**src/rtl/cache_mem_ctrl_if.sv**
```systemverilog
// Cache-side and memory-side signal bundle of the cache memory controller.
// The slave modport is the controller's view; master is the surrounding system's.
interface cache_mem_ctrl_if #(
  parameter int unsigned ADDR_WIDTH = 32,
  parameter int unsigned DATA_WIDTH = 32
) ();
  logic                  miss_req;
  logic [ADDR_WIDTH-1:0] miss_addr;
  logic                  busy;
  logic                  refill_valid;
  logic [ADDR_WIDTH-1:0] refill_addr;
  logic [DATA_WIDTH-1:0] refill_data;
  logic                  wr_req;
  logic [ADDR_WIDTH-1:0] wr_addr;
  logic [DATA_WIDTH-1:0] wr_data;
  logic                  wr_ready;
  logic                  mem_req_valid;
  logic                  mem_req_ready;
  logic                  mem_req_we;
  logic [ADDR_WIDTH-1:0] mem_req_addr;
  logic [DATA_WIDTH-1:0] mem_req_wdata;
  logic                  mem_resp_valid;
  logic [DATA_WIDTH-1:0] mem_resp_data;

  modport slave (
    input  miss_req, miss_addr, wr_req, wr_addr, wr_data,
    input  mem_req_ready, mem_resp_valid, mem_resp_data,
    output busy, refill_valid, refill_addr, refill_data, wr_ready,
    output mem_req_valid, mem_req_we, mem_req_addr, mem_req_wdata
  );

  modport master (
    output miss_req, miss_addr, wr_req, wr_addr, wr_data,
    output mem_req_ready, mem_resp_valid, mem_resp_data,
    input  busy, refill_valid, refill_addr, refill_data, wr_ready,
    input  mem_req_valid, mem_req_we, mem_req_addr, mem_req_wdata
  );
endinterface

```
**src/rtl/cache_mem_ctrl.sv**
```systemverilog
// Memory-side controller for a write-through cache: posted write buffer drained ahead of
// single-word miss reads, with the fetched word returned as a one-cycle refill strobe.
module cache_mem_ctrl #(
  parameter int unsigned ADDR_WIDTH = 32,
  parameter int unsigned DATA_WIDTH = 32,
  parameter int unsigned WB_DEPTH   = 4
) (
  input logic              clk,
  input logic              rst,
  cache_mem_ctrl_if.slave  bus
);
  localparam int unsigned PtrW = $clog2(WB_DEPTH);
  localparam logic [PtrW:0] DepthC = (PtrW + 1)'(WB_DEPTH);

  typedef enum logic [2:0] {StIdle, StWrReq, StRdReq, StRdWait, StRefill} state_e;

  state_e                state_q, state_d;
  logic [PtrW:0]         cnt_q, cnt_d;
  logic [PtrW-1:0]       wptr_q, wptr_d, rptr_q, rptr_d;
  logic [ADDR_WIDTH-1:0] wb_addr_q [WB_DEPTH];
  logic [DATA_WIDTH-1:0] wb_data_q [WB_DEPTH];
  logic                  miss_pend_q, miss_pend_d;
  logic [ADDR_WIDTH-1:0] refill_addr_q, refill_addr_d;
  logic [DATA_WIDTH-1:0] refill_data_q, refill_data_d;

  logic                  wr_ready, push, pop, miss_acc, miss_any;
  logic                  mem_req_valid, mem_req_we, refill_valid;
  logic [ADDR_WIDTH-1:0] mem_req_addr;
  logic [DATA_WIDTH-1:0] mem_req_wdata;

  always_comb begin
    state_d       = state_q;
    cnt_d         = cnt_q;
    wptr_d        = wptr_q;
    rptr_d        = rptr_q;
    miss_pend_d   = miss_pend_q;
    refill_addr_d = refill_addr_q;
    refill_data_d = refill_data_q;
    mem_req_valid = 1'b0;
    mem_req_we    = 1'b0;
    mem_req_addr  = '0;
    mem_req_wdata = '0;
    refill_valid  = 1'b0;

    // Registered state only: a pop this cycle cannot open a slot this cycle.
    wr_ready = (cnt_q < DepthC) && !miss_pend_q;
    push     = bus.wr_req && wr_ready;
    miss_acc = bus.miss_req && !miss_pend_q;
    miss_any = miss_pend_q || miss_acc;
    pop      = (state_q == StWrReq) && bus.mem_req_ready;

    if (push) wptr_d = wptr_q + 1'b1;
    if (pop)  rptr_d = rptr_q + 1'b1;
    unique case ({push, pop})
      2'b10:   cnt_d = cnt_q + 1'b1;
      2'b01:   cnt_d = cnt_q - 1'b1;
      default: cnt_d = cnt_q;
    endcase

    if (miss_acc) begin
      miss_pend_d   = 1'b1;
      refill_addr_d = bus.miss_addr;
    end

    unique case (state_q)
      StIdle: begin
        // A store accepted alongside the miss must still reach memory before the read.
        if (miss_any) begin
          state_d = (cnt_q != '0 || push) ? StWrReq : StRdReq;
        end else if (cnt_q != '0) begin
          state_d = StWrReq;
        end
      end
      StWrReq: begin
        mem_req_valid = 1'b1;
        mem_req_we    = 1'b1;
        mem_req_addr  = wb_addr_q[rptr_q];
        mem_req_wdata = wb_data_q[rptr_q];
        if (pop) begin
          if (cnt_d != '0)   state_d = StWrReq;
          else if (miss_any) state_d = StRdReq;
          else               state_d = StIdle;
        end
      end
      StRdReq: begin
        mem_req_valid = 1'b1;
        mem_req_addr  = refill_addr_q;
        if (bus.mem_req_ready) state_d = StRdWait;
      end
      StRdWait: begin
        if (bus.mem_resp_valid) begin
          refill_data_d = bus.mem_resp_data;
          state_d       = StRefill;
        end
      end
      StRefill: begin
        refill_valid = 1'b1;
        miss_pend_d  = 1'b0;
        state_d      = StIdle;
      end
      default: state_d = StIdle;
    endcase
  end

  always_ff @(posedge clk) begin
    if (rst) begin
      state_q       <= StIdle;
      cnt_q         <= '0;
      wptr_q        <= '0;
      rptr_q        <= '0;
      miss_pend_q   <= 1'b0;
      refill_addr_q <= '0;
      refill_data_q <= '0;
    end else begin
      state_q       <= state_d;
      cnt_q         <= cnt_d;
      wptr_q        <= wptr_d;
      rptr_q        <= rptr_d;
      miss_pend_q   <= miss_pend_d;
      refill_addr_q <= refill_addr_d;
      refill_data_q <= refill_data_d;
    end
  end

  // Buffer storage needs no reset; the count alone decides what is valid.
  always_ff @(posedge clk) begin
    if (push) begin
      wb_addr_q[wptr_q] <= bus.wr_addr;
      wb_data_q[wptr_q] <= bus.wr_data;
    end
  end

  assign bus.busy          = miss_pend_q;
  assign bus.refill_valid  = refill_valid;
  assign bus.refill_addr   = refill_addr_q;
  assign bus.refill_data   = refill_data_q;
  assign bus.wr_ready      = wr_ready;
  assign bus.mem_req_valid = mem_req_valid;
  assign bus.mem_req_we    = mem_req_we;
  assign bus.mem_req_addr  = mem_req_addr;
  assign bus.mem_req_wdata = mem_req_wdata;
endmodule

```
**src/flat_wrapper.sv**
```systemverilog
// flat-port wrapper written by rule: the top's interface ports become plain ports
module cache_mem_ctrl_flat 
#(
  parameter int unsigned ADDR_WIDTH = 32,
  parameter int unsigned DATA_WIDTH = 32,
  parameter int unsigned WB_DEPTH   = 4
)
  (clk, rst, bus_miss_req, bus_miss_addr, bus_wr_req, bus_wr_addr, bus_wr_data, bus_mem_req_ready, bus_mem_resp_valid, bus_mem_resp_data, bus_busy, bus_refill_valid, bus_refill_addr, bus_refill_data, bus_wr_ready, bus_mem_req_valid, bus_mem_req_we, bus_mem_req_addr, bus_mem_req_wdata);
  cache_mem_ctrl_if #(.ADDR_WIDTH(ADDR_WIDTH), .DATA_WIDTH(DATA_WIDTH)) bus_i ();
  input logic clk;
  input logic rst;
  input wire logic [$bits(bus_i.miss_req)-1:0] bus_miss_req;
  input wire logic [$bits(bus_i.miss_addr)-1:0] bus_miss_addr;
  input wire logic [$bits(bus_i.wr_req)-1:0] bus_wr_req;
  input wire logic [$bits(bus_i.wr_addr)-1:0] bus_wr_addr;
  input wire logic [$bits(bus_i.wr_data)-1:0] bus_wr_data;
  input wire logic [$bits(bus_i.mem_req_ready)-1:0] bus_mem_req_ready;
  input wire logic [$bits(bus_i.mem_resp_valid)-1:0] bus_mem_resp_valid;
  input wire logic [$bits(bus_i.mem_resp_data)-1:0] bus_mem_resp_data;
  output wire logic [$bits(bus_i.busy)-1:0] bus_busy;
  output wire logic [$bits(bus_i.refill_valid)-1:0] bus_refill_valid;
  output wire logic [$bits(bus_i.refill_addr)-1:0] bus_refill_addr;
  output wire logic [$bits(bus_i.refill_data)-1:0] bus_refill_data;
  output wire logic [$bits(bus_i.wr_ready)-1:0] bus_wr_ready;
  output wire logic [$bits(bus_i.mem_req_valid)-1:0] bus_mem_req_valid;
  output wire logic [$bits(bus_i.mem_req_we)-1:0] bus_mem_req_we;
  output wire logic [$bits(bus_i.mem_req_addr)-1:0] bus_mem_req_addr;
  output wire logic [$bits(bus_i.mem_req_wdata)-1:0] bus_mem_req_wdata;
  assign bus_i.miss_req = bus_miss_req;
  assign bus_i.miss_addr = bus_miss_addr;
  assign bus_i.wr_req = bus_wr_req;
  assign bus_i.wr_addr = bus_wr_addr;
  assign bus_i.wr_data = bus_wr_data;
  assign bus_i.mem_req_ready = bus_mem_req_ready;
  assign bus_i.mem_resp_valid = bus_mem_resp_valid;
  assign bus_i.mem_resp_data = bus_mem_resp_data;
  assign bus_busy = bus_i.busy;
  assign bus_refill_valid = bus_i.refill_valid;
  assign bus_refill_addr = bus_i.refill_addr;
  assign bus_refill_data = bus_i.refill_data;
  assign bus_wr_ready = bus_i.wr_ready;
  assign bus_mem_req_valid = bus_i.mem_req_valid;
  assign bus_mem_req_we = bus_i.mem_req_we;
  assign bus_mem_req_addr = bus_i.mem_req_addr;
  assign bus_mem_req_wdata = bus_i.mem_req_wdata;
  cache_mem_ctrl #(.ADDR_WIDTH(ADDR_WIDTH), .DATA_WIDTH(DATA_WIDTH), .WB_DEPTH(WB_DEPTH)) u_core (.clk(clk), .rst(rst), .bus(bus_i));
endmodule
```
**config.mk**
```make
export PLATFORM = sky130hd
export DESIGN_NAME = cache_mem_ctrl_flat
export DESIGN_NICKNAME = d
export VERILOG_FILES = /design/src/rtl/cache_mem_ctrl_if.sv /design/src/rtl/cache_mem_ctrl.sv /design/src/flat_wrapper.sv
export SDC_FILE = /design/constraint.sdc
export NUM_CORES = 1
export LEC_CHECK = 0
export CELL_PAD_IN_SITES_DETAIL_PLACEMENT = 1
export CELL_PAD_IN_SITES_GLOBAL_PLACEMENT = 1
export CORE_MARGIN = 2
export CORE_UTILIZATION = 40
export CTS_BUF_LIST = sky130_fd_sc_hd__clkbuf_2 sky130_fd_sc_hd__clkbuf_4 sky130_fd_sc_hd__clkbuf_8
export CTS_CLUSTER_SIZE = 30
export DETAILED_ROUTE_END_ITERATION = 16
export PLACE_DENSITY = 0.82
export SYNTH_ARGS = -nofsm -noshare
export SYNTH_HDL_FRONTEND = slang
export SYNTH_SLANG_ARGS = --single-unit
```
**constraint.sdc**
```tcl
create_clock -name clk -period 3.75 [get_ports clk]
set_clock_uncertainty 0.1 [all_clocks]
set_input_delay 0.75 -clock clk [delete_from_list [all_inputs] [get_ports clk]]
set_output_delay 0.75 -clock clk [all_outputs]
set_load 0.01 [all_outputs]
```
==> flow_summary.rst, run 1 <==
.. list-table::
   :header-rows: 1

   * - Metric
     - Value
   * - Run status
     - complete, no violations
   * - Post-DP HPWL
     - 20,700 um
   * - Part of the power in combinational logic
     - 0.206
   * - I/O pin count
     - ~270
   * - Final-report setup violation count
     - 0
   * - Via count
     - approximately 7,800
   * - Number of global-route vias before repair
     - 8,682
   * - Cell depth of the worst flop-to-flop path
     - 8
   * - Distinct cell type count after synthesis
     - 35
   * - Area taken by multi-input logic gates
     - ~3200 um2
   * - Residual DRC count
     - 0
   * - Maximum fanout encountered on the critical timing path
     - 37
   * - Number of max-cap violations
     - 0
   * - Fill cell count
     - between 2,000 and 3,000
   * - Warning count from the yosys run
     - 0
   * - Maximum clock insertion buffer count
     - 3
   * - Worst min-delay path class
     - reg -> reg
   * - Dominant combinational cell family by area after synthesis
     - multiplexers
   * - Largest net degree at the start of global routing
     - 65
   * - Tightest slew margin relative to the limit
     - 0.444
   * - Number of cells on the worst hold path
     - 2
   * - Worst Setup Start Kind
     - flop
   * - End of the worst hold path
     - u_core.bus.refill_data[8]
   * - Crit path DAT
     - roughly 2.6 ns
   * - Share of flip-flops with an asynchronous set or reset after synthesis
     - 0
   * - Initial antenna violation count
     - 5
   * - Post-route fraction of the period consumed by the critical path
     - 0.924
   * - Critical Path End Type
     - primary output
   * - Adder-cell share of the synthesized area
     - 0.00654
   * - Static leakage
     - roughly 5.6 nW
   * - Die span in x
     - around 180 um
   * - Cells after Synth
     - around 770
   * - Placeable Area
     - between 30,000 and 40,000 um2
   * - #FFs+latches synth
     - 333
   * - Utilization after layout
     - 0.542
   * - Final weighted congestion in routability-driven placement
     - 0.765
   * - Pin slew with the least headroom to its limit
     - ~0.83 ns
   * - Flop pwr share
     - 0.454
   * - Overall power after layout
     - between 9 and 10 mW
   * - Worst vdd ir
     - just under 0.3 mV
   * - Hold Fails Final Rpt
     - 0
   * - Layout Area Growth over Synthesis
     - 34.6%
   * - Clock tree from TritonCTS
     - built
   * - Peak Freq
     - around 290 MHz
   * - Mean cell area of the mapped netlist
     - approximately 16 um2
   * - Power dissipated by switching net loads
     - 2.43 mW
   * - Setup Total Neg Slack
     - 0 ns
   * - Global router's overall resource usage
     - 0.195
   * - # clock sinks
     - between 300 and 400
   * - Shortest clock period the worst path allows after layout
     - around 3.5 ns
   * - Max-slew violation count
     - 0
   * - Initial cell density of the core
     - 0.403
   * - Type of the worst setup path
     - reg -> out
   * - Launch instance of the worst min-delay path
     - u_core.bus.refill_data[8]
   * - Worst R2R Start
     - u_core.state_q[0]
   * - Critical path required time
     - between 2 and 3 ns
   * - Syn Std Cell Area
     - approximately 13,000 um2
   * - Routed Wire Length
     - approximately 32,000 um
   * - RSZ-0062 raised after global routing
     - false
   * - Number of H-tree levels
     - 2
   * - First-pass GRT wire length
     - ~49,000 um
   * - Full die area
     - roughly 33,000 um2
   * - Final std cell area, no fill
     - 17,000 um2
   * - Flip-flop and latch area
     - a little over 9000 um2
   * - Endpoint of the lowest-slack register-to-register path
     - u_core.state_q[1]
   * - Number of rows in the core area
     - 65
   * - Prevailing post-synth register cell
     - sky130_fd_sc_hd__edfxtp_1
   * - Areal power density over the cells
     - 558 nW/um2
   * - Xor/xnor share of the synthesized area
     - 0.00525
   * - Number of flops mapped to enable cells by yosys
     - around 260
   * - Share of power burned in the clock network
     - 0.340
   * - Vertical extent of the die
     - about 180 um
   * - Total Nets Final
     - roughly 1,200
   * - Number of violations reported at the end of detailed-routing iteration 0
     - 337
   * - Switching part of the total
     - 0.256
   * - Post-synthesis mux area share
     - 0.115
   * - Cell at the root of the clock tree
     - sky130_fd_sc_hd__clkbuf_8
   * - Routed wire length per instance
     - approximately 21 um
   * - Fraction of layout cells with a size suffix above 1
     - 0.168
   * - Share of the yosys chip area belonging to registers
     - 0.731
   * - Post-CTS sizing
     - 0
   * - Slack of the worst reg-to-reg path
     - roughly 0.98 ns
   * - Count of port buffers added during placement
     - ~270
   * - Post-CTS Setup Bufs
     - 0
   * - Vias per inst
     - just over 5
   * - Net Count, Synth
     - roughly 910
   * - Internal power contribution
     - 7.05 mW
   * - Final global-route overflow total
     - 0
   * - Simple logic cell fraction of the synthesized area
     - 0.0726
   * - Number of iterations in the first detailed-routing pass
     - 4
   * - Clock latency of the later-clocked register in the worst-skew pair
     - ~0.57 ns
   * - Number of clock buffers inserted by TritonCTS
     - 56
   * - Cell area reported after detailed placement
     - ~16,000 um2
   * - Antenna violation net count after detailed routing
     - 0
   * - Clock transition at path regs
     - 0.06 ns
   * - Compound-cell area share of the yosys netlist
     - 0.0530
   * - Count of hold buffers inserted by post-cts repair
     - 0
critical path, stage by stage, from the launching register on:
cell,delay (ns)
sky130_fd_sc_hd__dfxtp_1,0.50
sky130_fd_sc_hd__nor3b_4,0.28
sky130_fd_sc_hd__buf_4,0.44
sky130_fd_sc_hd__and2_1,0.24
sky130_fd_sc_hd__clkdlybuf4s50_1,0.57
state kept, by name, summed over array words and instances, names as in the netlist, named ones only:
name                    cells
u_core.wb_addr_q          128
u_core.wb_data_q          128
u_core.bus.refill_addr     32
u_core.bus.refill_data     32
u_core.cnt_q                3
u_core.state_q              3
u_core.rptr_q               2
u_core.wptr_q               2
u_core.bus.busy             1
how the worst max path moves through the flow:
stage / start / end / slack (ns) / cells after the start
floorplan: bus_wr_req / u_core.wb_addr_q[1][0] / 0.58 / 2
global route: u_core.state_q[0] / bus_mem_req_wdata[29] / 0.12 / 4
detailed placement: bus_wr_req / u_core.state_q[1] / 0.25 / 9
finish: u_core.state_q[0] / bus_mem_req_wdata[29] / 0.28 / 4
CTS: u_core.state_q[0] / bus_mem_req_wdata[29] / 0.22 / 4
global placement: bus_wr_req / u_core.state_q[1] / 0.33 / 9
metrics by stage:
step / hold WS, ns / setup WS [ns] / cells
after floorplan: 0.372 / 0.577 / 773
after global placement: 0.341 / 0.328 / 1411
after detailed placement: 0.348 / 0.247 / 1411
after CTS: 0.358 / 0.215 / 1509
after global routing: 0.379 / 0.122 / 1509
final: 0.355 / 0.285 / 1510
power groups by stage:
stage	Combinational [mW]	Sequential, mW	Clock [mW]
after floorplan	0.985	4.37	0
after global placement	1.94	4.36	0
after detailed placement	1.98	4.38	0
after CTS	2.00	4.30	3.33
after global routing	2.11	4.32	3.49
final	1.95	4.30	3.22
placed cells by master (no fill, tap or decap), types with 3 or more instances in the layout:
master                            Yosys  final
sky130_fd_sc_hd__clkdlybuf4s50_1      0    265
sky130_fd_sc_hd__edfxtp_1           256    256
sky130_fd_sc_hd__nand2_1            131    131
sky130_fd_sc_hd__dfxtp_1             77     75
sky130_fd_sc_hd__a21oi_1             66     66
sky130_fd_sc_hd__mux4_2              64     64
sky130_fd_sc_hd__clkbuf_8             0     59
sky130_fd_sc_hd__and2_1              37     33
sky130_fd_sc_hd__a22o_1              32     32
sky130_fd_sc_hd__clkbuf_4             0     16
sky130_fd_sc_hd__nor2_1              17     15
sky130_fd_sc_hd__buf_4                0     11
sky130_fd_sc_hd__clkinv_1             0     10
sky130_fd_sc_hd__clkinv_2             0      8
sky130_fd_sc_hd__buf_12               0      7
sky130_fd_sc_hd__inv_1                5      5
sky130_fd_sc_hd__ha_1                 5      5
sky130_fd_sc_hd__and2_4               0      4
sky130_fd_sc_hd__o21ai_0              4      4
sky130_fd_sc_hd__xnor2_1              3      3
sky130_fd_sc_hd__nor3_1               3      3
sky130_fd_sc_hd__bufinv_16            0      3
kinds of logic after synthesis:
kind of cell	after synthesis
DFF	333
and+or+nand+nor	203
AOI/OAI and AO/OA	107
muxes	65
buffers and inverters	53
xor gates and xnor gates	6
adders and majority gates	6
metal layers:
layer / vias up / wire length [um] / GRT usage
li1: 3515 / - / -
met1: 3952 / 13400 / 0.243
met2: 271 / 15800 / 0.330
met3: 56 / 2370 / 0.0584
met4: 6 / 702 / 0.0611
met5: - / 37 / 0
synth_stat cells (4+ instances only):
cell	n	area, um2
sky130_fd_sc_hd__edfxtp_1	256	7690
sky130_fd_sc_hd__buf_2	8	40.0
sky130_fd_sc_hd__ha_1	5	62.6
sky130_fd_sc_hd__nor2_1	17	63.8
sky130_fd_sc_hd__o21ai_0	4	20.0
sky130_fd_sc_hd__buf_1	4	15.0
sky130_fd_sc_hd__a22o_1	32	280
sky130_fd_sc_hd__a21oi_1	66	330
sky130_fd_sc_hd__mux4_2	64	1440
sky130_fd_sc_hd__nand2_1	131	492
sky130_fd_sc_hd__dfxtp_1	77	1540
sky130_fd_sc_hd__and2_1	37	231
sky130_fd_sc_hd__clkbuf_1	36	135
sky130_fd_sc_hd__inv_1	5	18.8
area by class of cell:
class,instances,share of cell area
well taps,402,0.0296
clock inverters,23,0.0112
diodes,1,0.000147
repair buffers,284,0.170
multi-input cells,387,0.190
inverters,5,0.00110
clock buffers,75,0.0549
flip-flops and latches,333,0.544
No activity file was read; power rests on OpenSTA's default activity.
==> run 2, diff against run 1 <==
--- a/config.mk
+++ b/config.mk
@@ -13,6 +13,7 @@
 export CTS_CLUSTER_SIZE = 30
 export DETAILED_ROUTE_END_ITERATION = 16
 export PLACE_DENSITY = 0.82
+export SETUP_SLACK_MARGIN = 0.2
 export SYNTH_ARGS = -nofsm -noshare
 export SYNTH_HDL_FRONTEND = slang
 export SYNTH_SLANG_ARGS = --single-unit
==> run 2 against run 1 <==
Compared with the run above: combinational power barely moved; clock power barely moved; global-route usage did not move; largest cell class unchanged.
==> flow_summary.rst, run 2 (synthesis gave the netlist of run 1 again) <==
.. list-table::
   :header-rows: 1

   * - Metric
     - Value
   * - Hold Fails Final Rpt
     - 0
   * - Busiest metal layer after global routing
     - met2
   * - Peak Freq
     - approximately 290 MHz
   * - Met1 capacity usage during global routing
     - 0.243
   * - Antenna violation net count after detailed routing
     - 0
   * - Final global-route overflow total
     - 0
   * - Slowest Stage Delay on Critical Path
     - 0.59 ns
   * - Maximum fanout encountered on the critical timing path
     - 34
   * - Number of rows in the core area
     - 65
   * - Tightest slew margin relative to the limit
     - 0.446
   * - Pin slew with the least headroom to its limit
     - between 0.8 and 0.9 ns
   * - Switching part of the total
     - 0.256
   * - Routed wire length per instance
     - roughly 21 um
   * - Critical Path End Type
     - primary output
   * - Placeable Area
     - about 31,000 um2
   * - Clock transition at path regs
     - roughly 0.060 ns
   * - Clock tree from TritonCTS
     - built
   * - Type of the worst setup path
     - reg -> out
   * - Final weighted congestion in routability-driven placement
     - about 0.77
   * - Number of violations reported at the end of detailed-routing iteration 0
     - roughly 340
   * - Vias per inst
     - approximately 5.2
   * - Met3 Use GR
     - 0.0584
   * - Shortest clock period the worst path allows after layout
     - around 3.4 ns
   * - Most frequent cells in the layout
     - sky130_fd_sc_hd__clkdlybuf4s50_1 (265), sky130_fd_sc_hd__edfxtp_1 (256), sky130_fd_sc_hd__nand2_1 (131)
   * - Final-report setup violation count
     - 0
   * - Number of max-cap violations
     - 0
   * - Most common cell after layout, fill and taps aside
     - sky130_fd_sc_hd__clkdlybuf4s50_1
   * - Count of hold buffers inserted by post-cts repair
     - 0
   * - Registers with the most flip-flops
     - u_core.wb_addr_q (128), u_core.wb_data_q (128)
   * - Initial antenna violation count
     - 5
   * - Worst vdd ir
     - a little under 0.3 mV
   * - Utilization after layout
     - 0.543
   * - Power dissipated by switching net loads
     - roughly 2.4 mW
   * - Post-Place Setup Slack
     - between 0.2 and 0.25 ns
   * - Fill cell count
     - a little under 3,000
   * - Slowest CP cell
     - sky130_fd_sc_hd__mux4_2
   * - Number of clock buffers inserted by TritonCTS
     - between 50 and 60
   * - # clock sinks
     - about 330
   * - Crit path DAT
     - approximately 2.6 ns
   * - Cell at the root of the clock tree
     - sky130_fd_sc_hd__clkbuf_8
   * - Cell depth of the worst flop-to-flop path
     - 8
   * - Number of global-route vias before repair
     - ~8,700
   * - Setup Total Neg Slack
     - 0 ns
   * - Maximum clock insertion buffer count
     - 3
   * - Residual DRC count
     - 0
   * - Count of non-filler cells in the finished layout
     - 1,510
   * - Critical path required time
     - a little under 3 ns
   * - Part of the power in combinational logic
     - 0.207
   * - Vertical extent of the die
     - between 150 and 200 um
   * - Number of cells on the critical path
     - 4
   * - Clock latency of the later-clocked register in the worst-skew pair
     - around 0.57 ns
   * - Die span in x
     - roughly 180 um
   * - Worst Setup Start Kind
     - flop
   * - Routed Wire Length
     - 32,300 um
   * - Count of port buffers added during placement
     - around 270
   * - Ordered list of cells on the worst path
     - buf_12 -> mux4_2 -> a22o_1 -> clkdlybuf4s50_1
   * - Via count
     - between 7,000 and 8,000
   * - I/O pin count
     - ~270
   * - Total Nets Final
     - around 1,200
   * - Number of iterations in the first detailed-routing pass
     - 4
   * - Largest net degree at the start of global routing
     - 65
   * - Count of buffering cells on the critical path with inverters included
     - 2
   * - Static leakage
     - 5.61 nW
   * - Max-slew violation count
     - 0
   * - Family with the most delay on the worst path
     - buffers and inverters
   * - Run status
     - complete, no violations
   * - Post-Place Cells
     - around 1,400
   * - Areal power density over the cells
     - 558 nW/um2
   * - Number of H-tree levels
     - 2
   * - Full die area
     - 33,000 um2
   * - Fin worst setup slack
     - roughly 0.35 ns
   * - Cell area reported after detailed placement
     - between 15,000 and 20,000 um2
   * - Overall power after layout
     - approximately 9.5 mW
   * - Global router's overall resource usage
     - 0.195
   * - Layout Area Growth over Synthesis
     - 34.6%
   * - Worst min-delay path class
     - reg -> reg
   * - Fraction of layout cells with a size suffix above 1
     - 0.168
   * - RSZ-0062 raised after global routing
     - false
   * - Initial cell density of the core
     - 0.403
   * - Flop pwr share
     - 0.453
   * - Global-route track usage on met2
     - 0.330
   * - Post-DP HPWL
     - between 20,000 and 25,000 um
   * - First-pass GRT wire length
     - approximately 49,000 um
   * - Share of power burned in the clock network
     - 0.340
   * - Post-route fraction of the period consumed by the critical path
     - 0.907
   * - Worst hold margin
     - 0.355 ns
   * - Internal power contribution
     - about 7.1 mW
   * - Final std cell area, no fill
     - about 17,000 um2
   * - Number of cells on the worst hold path
     - 2
## run 2: tightest hold or removal path: cells and delay by family, from the launching register on
family	cells	cell delay [ns]
simple gates	1	0.05
flops	1	0.31
compound gates	1	0.05
## run 2: metal layers
metal	share of wire	routed length, um	vias to the layer above
met3	0.075	2430	58
met1	0.41	13400	3952
met5	0.0012	38	-
met2	0.49	15800	290
li1	-	-	3518
met4	0.022	706	6
## run 2: what timing repair did
item	CTS	global route
setup buffers	0	0
setup endpoints to repair	0	29
resized for setup	0	3
## run 2: worst paths after layout
kind | startpoint | slack, ns | to
worst max-delay path | flop | 0.35 | bus_mem_req_addr[7]
worst min-delay path | u_core.bus.refill_data[8] | 0.35 | u_core.bus.refill_data[8]
worst max register to register | u_core.state_q[0] | 0.93 | u_core.state_q[1]
worst min register to register | u_core.bus.refill_data[8] | 0.35 | u_core.bus.refill_data[8]
## run 2: cell type report
| class | instances | area, um2 | area share |
|---|---|---|---|
| repair buffers | 284 | 2890 | 0.170 |
| inverters | 5 | 18.8 | 0.00110 |
| flip-flops and latches | 333 | 9240 | 0.543 |
| clock inverters | 23 | 190 | 0.0112 |
| well taps | 402 | 503 | 0.0296 |
| multi-input cells | 387 | 3220 | 0.190 |
| clock buffers | 75 | 932 | 0.0548 |
| diodes | 1 | 2.50 | 0.000147 |
## run 2: power by group through the flow
stage / Combinational, mW / Sequential (mW) / Clock (mW)
3_5_place_dp: 1.98 / 4.38 / 0
6_report: 1.96 / 4.30 / 3.22
2_1_floorplan: 0.985 / 4.37 / 0
4_1_cts: 2.00 / 4.30 / 3.33
3_3_place_gp: 1.94 / 4.36 / 0
5_1_grt: 2.11 / 4.32 / 3.49
